[src/rtl/scsi_xfer_pkg.sv]
// Shared types and default sizing for the SCSI transfer sequencer.
// The sequencer walks one bus cycle at a time for either a CPU access or a DMA byte.
package scsi_xfer_pkg;

   typedef enum logic [2:0] {
      IDLE,
      CPU_SETUP,
      CPU_STROBE,
      CPU_HOLD,
      CPU_WAIT,
      DMA_SETUP,
      DMA_STROBE,
      DMA_HOLD
   } xfer_state_t;

   localparam int LANES_DEF     = 4;
   localparam int RE_WAIT_DEF   = 2;
   localparam int WE_WAIT_DEF   = 2;
   localparam int BURST_MAX_DEF = 4;

   // Wide enough for the longest strobe (15 cycles) and the largest burst (16 bytes).
   localparam int TIMER_W = 4;
   localparam int BURST_W = 5;

endpackage

[src/rtl/scsi_strobe_timer.sv]
// Strobe-width down-counter: load at the start of a strobe, count while strobing,
// done when the count reaches zero (that cycle is the last strobe cycle).
module scsi_strobe_timer #(
   parameter int W = 4
) (
   input  logic         clk,
   input  logic         rst,
   input  logic         load,
   input  logic [W-1:0] load_val,
   input  logic         count,
   output logic         done
);

   logic [W-1:0] cnt_reg;

   always_ff @(posedge clk or posedge rst) begin
      if (rst) begin
         cnt_reg <= '0;
      end else if (load) begin
         cnt_reg <= load_val;
      end else if (count && (cnt_reg != '0)) begin
         cnt_reg <= cnt_reg - 1'b1;
      end
   end

   assign done = (cnt_reg == '0);

endmodule

[src/rtl/scsi_xfer_seq.sv]
// SCSI chip bus-cycle sequencer: CPU accesses and byte-wide DMA between the chip and a
// longword FIFO. Define SCSI_XFER_FLUSH_EN to add the FLUSH input for partial longwords.
module scsi_xfer_seq
   import scsi_xfer_pkg::*;
#(
   parameter int LANES     = LANES_DEF,
   parameter int RE_WAIT   = RE_WAIT_DEF,
   parameter int WE_WAIT   = WE_WAIT_DEF,
   parameter int BURST_MAX = BURST_MAX_DEF,
   localparam int BOW      = $clog2(LANES)
) (
   input  logic           CPUCLK,
   input  logic           RESET,
   input  logic           CPUREQ,
   input  logic           RW,
   input  logic           nAS_,
   input  logic           DMADIR,
   input  logic           DREQ_,
   input  logic           FIFOFULL,
   input  logic           FIFOEMPTY,
`ifdef SCSI_XFER_FLUSH_EN
   input  logic           FLUSH,
`endif
   output logic           SCSI_CS_o,
   output logic           RE_o,
   output logic           WE_o,
   output logic           DACK_o,
   output logic           S2CPU_o,
   output logic           CPU2S_o,
   output logic           S2F_o,
   output logic           F2S_o,
   output logic           LS2CPU,
   output logic           INCNI_o,
   output logic           INCNO_o,
   output logic [BOW-1:0] BO_o,
   output logic           CPUACK_o,
   output logic           BUSY_o
);

   localparam logic [TIMER_W-1:0] RE_LD     = TIMER_W'(RE_WAIT - 1);
   localparam logic [TIMER_W-1:0] WE_LD     = TIMER_W'(WE_WAIT - 1);
   localparam logic [BOW-1:0]     BO_LAST   = BOW'(LANES - 1);
   localparam logic [BURST_W-1:0] BURST_LIM = BURST_W'(BURST_MAX);

   xfer_state_t          state_reg, state_next;
   logic [BOW-1:0]       bo_reg, bo_next;
   logic [BURST_W-1:0]   burst_reg, burst_next;
   logic                 rw_reg, rw_next;
   logic                 dir_reg, dir_next;

   logic                 tmr_load, tmr_count, tmr_done;
   logic [TIMER_W-1:0]   tmr_load_val;

   logic [BOW-1:0]       bo_inc;
   logic                 fifo_ok, cpu_start, dma_start, dma_cont, flush_hit, bo_wrap;

   // FIFO flags only matter when the next byte opens a fresh longword.
   assign bo_inc    = bo_reg + 1'b1;
   assign fifo_ok   = DMADIR ? !FIFOEMPTY : !FIFOFULL;
   assign cpu_start = CPUREQ && !nAS_;
   assign dma_start = !DREQ_ && !CPUREQ && ((bo_reg != '0) || fifo_ok);
   assign dma_cont  = !DREQ_ && !CPUREQ && ((bo_inc != '0) || fifo_ok) && (burst_reg < BURST_LIM);
   assign bo_wrap   = (bo_reg == BO_LAST);

`ifdef SCSI_XFER_FLUSH_EN
   assign flush_hit = (state_reg == IDLE) && FLUSH && (bo_reg != '0) && !DMADIR;
`else
   assign flush_hit = 1'b0;
`endif

   assign tmr_load  = (state_reg == CPU_SETUP) || (state_reg == DMA_SETUP);
   assign tmr_count = (state_reg == CPU_STROBE) || (state_reg == DMA_STROBE);

   always_comb begin
      tmr_load_val = '0;
      if (state_reg == CPU_SETUP) begin
         tmr_load_val = rw_reg ? RE_LD : WE_LD;
      end else begin
         tmr_load_val = dir_reg ? WE_LD : RE_LD;
      end
   end

   scsi_strobe_timer #(.W(TIMER_W)) u_timer (
      .clk      (CPUCLK),
      .rst      (RESET),
      .load     (tmr_load),
      .load_val (tmr_load_val),
      .count    (tmr_count),
      .done     (tmr_done)
   );

   always_ff @(posedge CPUCLK or posedge RESET) begin
      if (RESET) begin
         state_reg <= IDLE;
         bo_reg    <= '0;
         burst_reg <= '0;
         rw_reg    <= 1'b0;
         dir_reg   <= 1'b0;
      end else begin
         state_reg <= state_next;
         bo_reg    <= bo_next;
         burst_reg <= burst_next;
         rw_reg    <= rw_next;
         dir_reg   <= dir_next;
      end
   end

   always_comb begin
      state_next = state_reg;
      bo_next    = bo_reg;
      burst_next = burst_reg;
      rw_next    = rw_reg;
      dir_next   = dir_reg;
      case (state_reg)
         IDLE: begin
            burst_next = '0;
            if (cpu_start) begin
               state_next = CPU_SETUP;
               rw_next    = RW;
            end else if (flush_hit) begin
               bo_next = '0;
            end else if (dma_start) begin
               state_next = DMA_SETUP;
               dir_next   = DMADIR;
               burst_next = BURST_W'(1);
            end
         end
         CPU_SETUP:  state_next = CPU_STROBE;
         CPU_STROBE: if (tmr_done) state_next = CPU_HOLD;
         CPU_HOLD:   state_next = CPU_WAIT;
         CPU_WAIT:   if (!CPUREQ || nAS_) state_next = IDLE;
         DMA_SETUP:  state_next = DMA_STROBE;
         DMA_STROBE: if (tmr_done) state_next = DMA_HOLD;
         DMA_HOLD: begin
            bo_next = bo_inc;
            if (dma_cont) begin
               state_next = DMA_SETUP;
               dir_next   = DMADIR;
               burst_next = burst_reg + 1'b1;
            end else begin
               state_next = IDLE;
            end
         end
         default: state_next = IDLE;
      endcase
   end

   // Outputs decode straight from registered state so reset clears them at once.
   always_comb begin
      SCSI_CS_o = 1'b0;
      RE_o      = 1'b0;
      WE_o      = 1'b0;
      DACK_o    = 1'b0;
      S2CPU_o   = 1'b0;
      CPU2S_o   = 1'b0;
      S2F_o     = 1'b0;
      F2S_o     = 1'b0;
      LS2CPU    = 1'b0;
      INCNI_o   = 1'b0;
      INCNO_o   = 1'b0;
      CPUACK_o  = 1'b0;
      case (state_reg)
         IDLE: INCNI_o = flush_hit;
         CPU_SETUP, CPU_STROBE, CPU_HOLD: begin
            SCSI_CS_o = 1'b1;
            S2CPU_o   = rw_reg;
            CPU2S_o   = !rw_reg;
            if (state_reg == CPU_STROBE) begin
               RE_o   = rw_reg;
               WE_o   = !rw_reg;
               LS2CPU = rw_reg && tmr_done;
            end
            CPUACK_o = (state_reg == CPU_HOLD);
         end
         DMA_SETUP, DMA_STROBE, DMA_HOLD: begin
            DACK_o = 1'b1;
            S2F_o  = !dir_reg;
            F2S_o  = dir_reg;
            if (state_reg == DMA_STROBE) begin
               RE_o = !dir_reg;
               WE_o = dir_reg;
            end
            if (state_reg == DMA_HOLD) begin
               INCNI_o = bo_wrap && !dir_reg;
               INCNO_o = bo_wrap && dir_reg;
            end
         end
         default: ;
      endcase
   end

   assign BO_o   = bo_reg;
   assign BUSY_o = (state_reg != IDLE);

endmodule

[config.mk]
export PLATFORM = sky130hd
export DESIGN_NAME = scsi_xfer_seq
export DESIGN_NICKNAME = d
export VERILOG_FILES = /design/src/rtl/scsi_xfer_pkg.sv /design/src/rtl/scsi_strobe_timer.sv /design/src/rtl/scsi_xfer_seq.sv
export SDC_FILE = /design/constraint.sdc
export NUM_CORES = 1
export LEC_CHECK = 0
export CORE_MARGIN = 1
export CORE_UTILIZATION = 30
export DETAILED_ROUTE_END_ITERATION = 8
export SLEW_MARGIN = 30
export SYNTH_ARGS = -nofsm -noshare
export SYNTH_HDL_FRONTEND = slang
export SYNTH_SLANG_ARGS = --single-unit
[constraint.sdc]
create_clock -name CPUCLK -period 3.29 [get_ports CPUCLK]
set_clock_uncertainty 0.15 [all_clocks]
set_input_delay 0.987 -clock CPUCLK [delete_from_list [all_inputs] [get_ports CPUCLK]]
set_output_delay 0.987 -clock CPUCLK [all_outputs]
set_load 0.05 [all_outputs]
## After elaboration in Yosys (flattened, before gate mapping)

Index checks and enable logic that the tools add are counted.

- Register bits: 16
- Input port bits: 9
- Logic and storage cells: 97

- Add/sub/neg operators: 3
- Magnitude comparators: 1
- Eq/ne operators: 15
- Mux-type cells: 37
- Reduce and logical (&&, ||, !) cells: 35

Operators by type and width:

| operator | count |
|---|---|
| 3-bit case mux with 8 select lines | 1 |
| 1-bit two-way mux | 23 |
| 3-bit two-way mux | 6 |
| 3-bit equality test, second input constant | 4 |
| 2-bit inequality test, second input constant | 6 |
| 5-bit case mux with 2 select lines | 1 |
| 1-bit logical AND | 9 |
| 4-bit two-way mux | 2 |
| 4-bit AND reduction | 2 |
| 2-bit nonzero test | 4 |
| 1-bit zero test | 7 |
| 3-bit by 2-bit equality test with 1-bit output, second input constant | 2 |
| 1-bit case mux with 2 select lines | 3 |
| 3-bit OR reduction | 2 |
| 5-bit by 1-bit adder with 5-bit output, second input constant | 1 |
| 1-bit logical OR | 5 |
| 5-bit by 3-bit less-than comparator with 1-bit output, second input constant | 1 |
| 5-bit two-way mux | 1 |
| 4-bit zero test | 1 |
| 2-bit AND reduction | 2 |
| 4-bit nonzero test | 1 |
| 4-bit by 1-bit subtractor with 4-bit output, second input constant | 1 |
| 3-bit by 1-bit equality test with 1-bit output, second input constant | 1 |
| 3-bit zero test | 1 |
| other kinds (4) | 4 |

## Longest topological paths before layout

- Depth after elaboration: 7
- Gate-level depth with buffers: 6
- Mapped depth without buffers: 6

## Hierarchy

A second synthesis with hierarchy kept.

- Cells, all modules: 107
- Area total of the unflattened synthesis: 1043.5 µm²

By module, submodules not included:

| module | times used | cells each | area an instance (µm²) | sequential area each (µm²) |
|---|---|---|---|---|
| scsi_xfer_seq | 1 | 79 | 782.0 | 300.3 |
| scsi_strobe_timer | 1 | 28 | 261.5 | 100.1 |

## Worst setup path after synthesis

OpenSTA, ideal clock, no wires.

- Path type: reg-to-output
- From: register state_reg[1]
- To: output F2S_o
- Arrival time: 2.037 ns
- Setup slack: 0.116 ns
- Stages on the path, launching flop included: 5
- Path through: dfrtp_1 -> clkbuf_1 -> nor2_1 -> nor2_1 -> and2_1

- Longest elaborated chain between the ends: 3

Ends and longest elaborated chain:

| what | RTL line | source |
|---|---|---|
| start: declaration | scsi_xfer_seq.sv:45 | `xfer_state_t state_reg, state_next;` |
| start signal: assignment | scsi_xfer_seq.sv:100 | `state_reg <= state_next;` |
| 3-bit equality test | scsi_xfer_seq.sv:162 | `case (state_reg)` |
| 3-bit OR reduction (*) | scsi_xfer_seq.sv:162 |  |
| 1-bit two-way mux (*) | scsi_xfer_seq.sv:162 |  |
| end: declaration | scsi_xfer_seq.sv:31 | `output logic F2S_o,` |

Every way passes the cells marked *; elsewhere a longest branch is shown, timed or not.

## Final worst setup path

- From: register state_reg[0]
- To: output INCNI_o

- Longest elaborated chain between the ends: 3

Ends and longest elaborated chain:

| what | RTL line | source |
|---|---|---|
| 3-bit equality test, on equally long branches | scsi_xfer_seq.sv:162, scsi_xfer_seq.sv:183 |  |
| 3-bit OR reduction / 1-bit two-way mux (equally long branches) | scsi_xfer_seq.sv:162, scsi_xfer_seq.sv:183 |  |
| 1-bit two-way mux (*) | scsi_xfer_seq.sv:162 |  |
| end: declaration | scsi_xfer_seq.sv:33 | `output logic INCNI_o,` |

Marked as above.

==> impl_results.md <==
- Post-synth net total: roughly 110
- DIE AREA: 3421 um2
- Register-to-Register Path Depth: 4
- DIE HEIGHT: between 50 and 60 um
- Worst-Skew Late Latency: between 0.2 and 0.3 ns
- LEAKAGE: ~0.63 nW
- Synth top area cells: dfrtp_1 (42%), ha_1 (5.2%), nor3_1 (4.2%)
- Worst Hold Slack: approximately 0.35 ns
- Area occupied by multi-input gates: ~510 um2
- Initial antenna violation count: 0
- DP Worst Slack: around 0.26 ns
- GR Overflow Total: 0
- Setup ws final: between 0.2 and 0.25 ns
- Reg-to-Reg End: dir_reg
- Fin. Hold Viols: 0
- Sinks on the clock net: 16
- Synth area leader: dfrtp_1
- CTS H-tree lvls: 1
- Fin util: 0.4417
- Rows: 20
- R2r startpoint: burst_reg[2]
- CTS Root Cell: clkbuf_4
- Unrepaired setup endpoints after global routing: false
- Slew Limit Fails: 0
- #FFs+latches synth: 16
- Pwr/cell area: between 900 and 1000 nW/um2
- First-pass GRT wire length: between 3 and 4 mm
- Worst slew pin tran: 0.6097 ns
- Layout cells sized above 1: 0.2000
- CP Launch Type: flop
- HPWL after detailed placement: ~1.6 mm
- Mean Syn Cell Area: ~9.5 um2
- Die W: approximately 58 um
- DR WL/cell: 12.33 um
- Post-synthesis cell type count: 37
- Power Total: about 1.3 mW
- Critical path required time: around 2.2 ns
- Layout net count: about 140
- Max FO, Critical Path: 13
- Vias/cell: between 4 and 5
- Max Cap Viol: 0
- Fillers: about 300
- Outcome: completed
- Hold WC Path Type: flop to flop
- Minimum clock period: 3.071 ns
- WS Path Type: flop to output port
- Mapped Cells: 101
- CP endpoint: INCNI_o
- Critical path cell sequence: inv_1 > nor3_1 > buf_4 > nand2_1 > nor2_1 > buf_12
- Count leader, synth: dfrtp_1
- Clock transition at path regs: ~0.1 ns
- Post-CTS setup buffers: 0
- Synth Warn #: 0
- Post-synth EDFFs: 0
- All-Layer GR Usage: 0.1359
- Worst EP arrival: about 1.9 ns
- Final period utilization: 0.9336
- Max IR drop VDD: 386.2 uV
- Largest net degree at the start of global routing: 17
- Vias in the first global route: ~800
- Asr flop ratio synth: 1.000
- Routed Antenna Nets: 0
- Post-synthesis sequential area ratio: 0.4183
- Share of the synthesized area in the top cell type: 0.4183
- Detailed Route WL: around 2.1 mm
- CTS Buf Count: 3
- Relative slew slack: 0.5931
- Gpl congestion: just over 0.8
- R2r setup slk: between 1 and 1.5 ns
- CTS hold repair buffers: 0
- Fin Setup TNS: 0 ns
- Max incr delay on CP: slightly above 0.6 ns
- Post-route DRC: 0
- Fmax: around 330 MHz
- Synthesis-to-layout area growth: 39.74%
- Number of port buffers: 23
- Initial Util: 0.3161
- Slowest stage cell, crit path: dfrtp_1
- FF+latch area: 400.4 um2
- Cells on Worst Hold Path: 1
- Synth cell count leaders: dfrtp_1 (16), inv_1 (9), nor3_1 (8)
- Core area: about 3000 um2
- Final setup viols: 0
- Antenna cells: 0
- Initial drt markers: 27
- DR pass1 iterations: 4
- Worst Setup SP: state_reg[0]
- Vias: between 800 and 900
- Clk buf depth: 2
- CP Capture Type: output port
- CTS tree: yes
- Top-Level Pins: 24
- Area of the mapped netlist: 957.2 um2
- Max FFs per register: 5
- Synth Flop Type: dfrtp_1
==> what timing repair did <==
item | 4_1_cts | 5_1_grt
resized for setup | 0 | 5
endpoints found under the setup margin | 0 | 5
endpoints found under the hold margin | 0 | 0
==> per-layer routing <==
| metal | vias to the layer above | track usage | share of wire |
|---|---|---|---|
| li1 | 415 | - | - |
| met1 | 423 | 0.1817 | 0.46 |
| met2 | 22 | 0.2233 | 0.49 |
| met3 | 2 | 0.01978 | 0.034 |
| met4 | 0 | 0.05102 | 0.0065 |
| met5 | - | 0 | 0 |
==> layout make-up <==
| type | count | share of cell area |
|---|---|---|
| clock buffers | 4 | 0.02713 |
| inverters | 10 | 0.02806 |
| multi-input cells | 72 | 0.3835 |
| flip-flops and latches | 16 | 0.2993 |
| well taps | 44 | 0.04116 |
| repair buffers | 28 | 0.2208 |
==> worst max-delay path: cells and delay by family (launching register included) <==
kind	cells	cell delay (ns)
buffers and inverters	3	0.56
DFF	1	0.62
and+or+nand+nor	3	0.46
==> where the power goes <==
group / internal (mW) / switching (mW)
Combinational: 0.302 / 0.516
Clock: 0.0674 / 0.0656
Sequential: 0.263 / 0.0947
==> metrics by stage <==
| step | std cells | cell area [um2] |
|---|---|---|
| 2_1_floorplan | 101 | 957.2 |
| 3_3_place_gp | 170 | 1286 |
| 3_5_place_dp | 170 | 1286 |
| 4_1_cts | 174 | 1323 |
| 5_1_grt | 174 | 1338 |
| 6_report | 174 | 1338 |
==> layout by cell type (no fill, tap or decap), types with 2 or more instances in the layout <==
master           synthesis  layout
o211ai_1                 2       2
buf_12                   0       3
clkbuf_4                 0       3
ha_1                     4       4
nand3_1                  2       2
nor3_1                   8       8
nor2b_1                  4       4
a21oi_1                  6       6
and2_1                   2       2
clkdlybuf4s50_1          0      11
inv_1                    9       9
nand2_1                  7       7
mux2_4                   2       2
o21ai_0                  6       6
dfrtp_1                 16      16
dlymetal6s2s_1           0       4
buf_4                    0      10
nor2_1                   7       7
==> cell families after synthesis <==
kind of cell / after synthesis / synth area share
compound gates: 24 / 0.1869
xor+xnor: 2 / 0.01830
fa+ha+maj: 4 / 0.05229
buf+inv: 13 / 0.05097
flops: 16 / 0.4183
mux: 4 / 0.05360
simple gates: 38 / 0.2196
==> worst min path at each step <==
stage                             from           end  slack, ns
after floorplan           burst_reg[0]  burst_reg[0]       0.31
after global placement    burst_reg[0]  burst_reg[0]       0.34
after detailed placement  burst_reg[0]  burst_reg[0]       0.34
after CTS                 burst_reg[0]  burst_reg[0]       0.35
after global routing      burst_reg[0]  burst_reg[0]       0.37
final                     burst_reg[0]  burst_reg[0]       0.35
No activity file was read; power rests on OpenSTA's default activity.
==> RTL change: new RTL, config.mk and constraints unchanged <==
The 8 states of `xfer_state_t` get a one-hot encoding in 8 bits.
--- a/src/rtl/scsi_xfer_pkg.sv
+++ b/src/rtl/scsi_xfer_pkg.sv
@@ -4,11 +4,11 @@
 
-   typedef enum logic [2:0] {
-      IDLE,
-      CPU_SETUP,
-      CPU_STROBE,
-      CPU_HOLD,
-      CPU_WAIT,
-      DMA_SETUP,
-      DMA_STROBE,
-      DMA_HOLD
+   typedef enum logic [7:0] {
+      IDLE       = 8'b00000001,
+      CPU_SETUP  = 8'b00000010,
+      CPU_STROBE = 8'b00000100,
+      CPU_HOLD   = 8'b00001000,
+      CPU_WAIT   = 8'b00010000,
+      DMA_SETUP  = 8'b00100000,
+      DMA_STROBE = 8'b01000000,
+      DMA_HOLD   = 8'b10000000
    } xfer_state_t;
Function: no difference found for any inputs over 10 cycles, from zero or initial values and one cycle with RESET high; not proved beyond that.
==> RTL change against the unedited design <==
Final area rose by 34%; die area rose by 34%; power fell by 18%; sequential cell count rose by 5; via count rose by 23%; wire length rose by 38%; global-route usage rose by 1.4 points; setup slack got worse by 140 ps; area after synthesis rose by 35%; clock power rose by 30%; critical path type unchanged; critical endpoint is now LS2CPU; largest cell class unchanged.
==> RTL change: results <==
{
  "status": "complete, no violations",
  "cts-root-buf": "clkbuf_8",
  "nFillCells": 389,
  "dpl.hpwl_um": 2300,
  "syn_avg_cell_area_um2": 9.59,
  "max_freq_mhz": 311,
  "startpoint": "state_reg[5]",
  "hold_path_end": "burst_reg[3]",
  "drive_gt1_share_pct": 25.2,
  "syn_nets": 149,
  "clkLatencyLatePin_ps": 260,
  "wl_um": 2960,
  "clk_pin_slew_ps": 70,
  "holdCritPathClass": "register to register",
  "grt_max_degree": 22,
  "grt_pass1_wl_um": 5020,
  "worst_pin_slew_ps": 836,
  "synth_area_leaders": "dfrtp_1 39%, ha_1 4.8%, nor2_1 4.1%, nor3_1 3.9%, xnor2_1 2.7%",
  "fin_cells": 209,
  "irDropWorstVdd_mv": 0.359,
  "nets": 174,
  "critPathCapture": "LS2CPU",
  "gp_congestion": 0.862,
  "largest_reg_flops": 8,
  "first_iter_violations": 53,
  "ys_types": 45,
  "viasPerCell": 5.07,
  "rrSetupSlack_ps": 680,
  "p_leak_uw": 0.000784,
  "hold_slack_ps": 340,
  "synth_common_cells": "20 x dfrtp_1, 14 x nor2_1, 10 x nor3_1, 9 x inv_1, 8 x nand2_1",
  "crit_slowest_cell": "or4_4",
  "post-place-ws_ps": 180,
  "yosys_most_used_dff": "dfrtp_1",
  "first_global_vias": 1028,
  "r2r_cells": 6,
  "cp_max_fo": 7,
  "min_from": "burst_reg[3]",
  "path_delay_family": "simple AND/OR/NAND/NOR gates",
  "grt_util_all_layers_pct": 15.0,
  "r2r_end": "dir_reg",
  "critPathArrivalTime_ps": 2070,
  "ys_seq_area_share_pct": 40.7
}
-- RTL change: cell types whose count changed after synthesis, moves of 3 or more --
cell / change
a21oi_1: -5
buf_6: +3
dfrtp_1: +4
nand2b_1: +3
nand4_1: +3
nor2_1: +7
nor2b_1: -3
xnor2_1: +3
-- RTL change: cells by family (layout without fill, tap and decap cells) --
logic type / Yosys count / count (layout) / synth area share, %
buffers and inverters: 17 / 41 / 6.76
AO/OA/AOI/OAI: 18 / 18 / 10.9
adder cells (fa/ha/maj): 5 / 5 / 4.83
flip-flops: 21 / 21 / 40.7
XOR/XNOR: 7 / 7 / 4.73
multiplexers: 5 / 5 / 4.54
AND/OR/NAND/NOR: 62 / 62 / 27.5
-- RTL change: per-layer routing --
layer | share of wire (%) | global-route usage [%] | vias up
li1 | - | - | 521
met1 | 47 | 20.1 | 510
met2 | 48 | 24.0 | 23
met3 | 2.8 | 2.53 | 5
met4 | 1.5 | 5.59 | 0
met5 | 0 | 0 | -
-- RTL change: where the power goes --
group	switching, µW	leakage, µW	internal (µW)
registers	75.0	0.000280	314
clock network	86.1	0.0000228	86.5
logic	287	0.000482	227
total	448	0.000784	627
-- RTL change: what timing repair did --
| item | CTS | global route |
|---|---|---|
| resized for setup | 0 | 2 |
| hold buffers | 0 | 0 |
| setup endpoints to repair | 0 | 2 |
-- RTL change: final cells by class --
cell class	count	share of cell area, %
Sequential cell	21	29.3
Tap cell	50	3.48
Timing Repair Buffer	28	21.5
Multi-Input combinational cell	97	41.3
Inverter	9	1.88
Clock buffer	4	2.51
-- RTL change: per-stage QoR --
stage          power (µW)  cell area, µm²
2_1_floorplan         763            1350
3_3_place_gp          893            1740
3_5_place_dp          904            1740
4_1_cts              1080            1790
5_1_grt              1150            1800
6_report             1080            1800
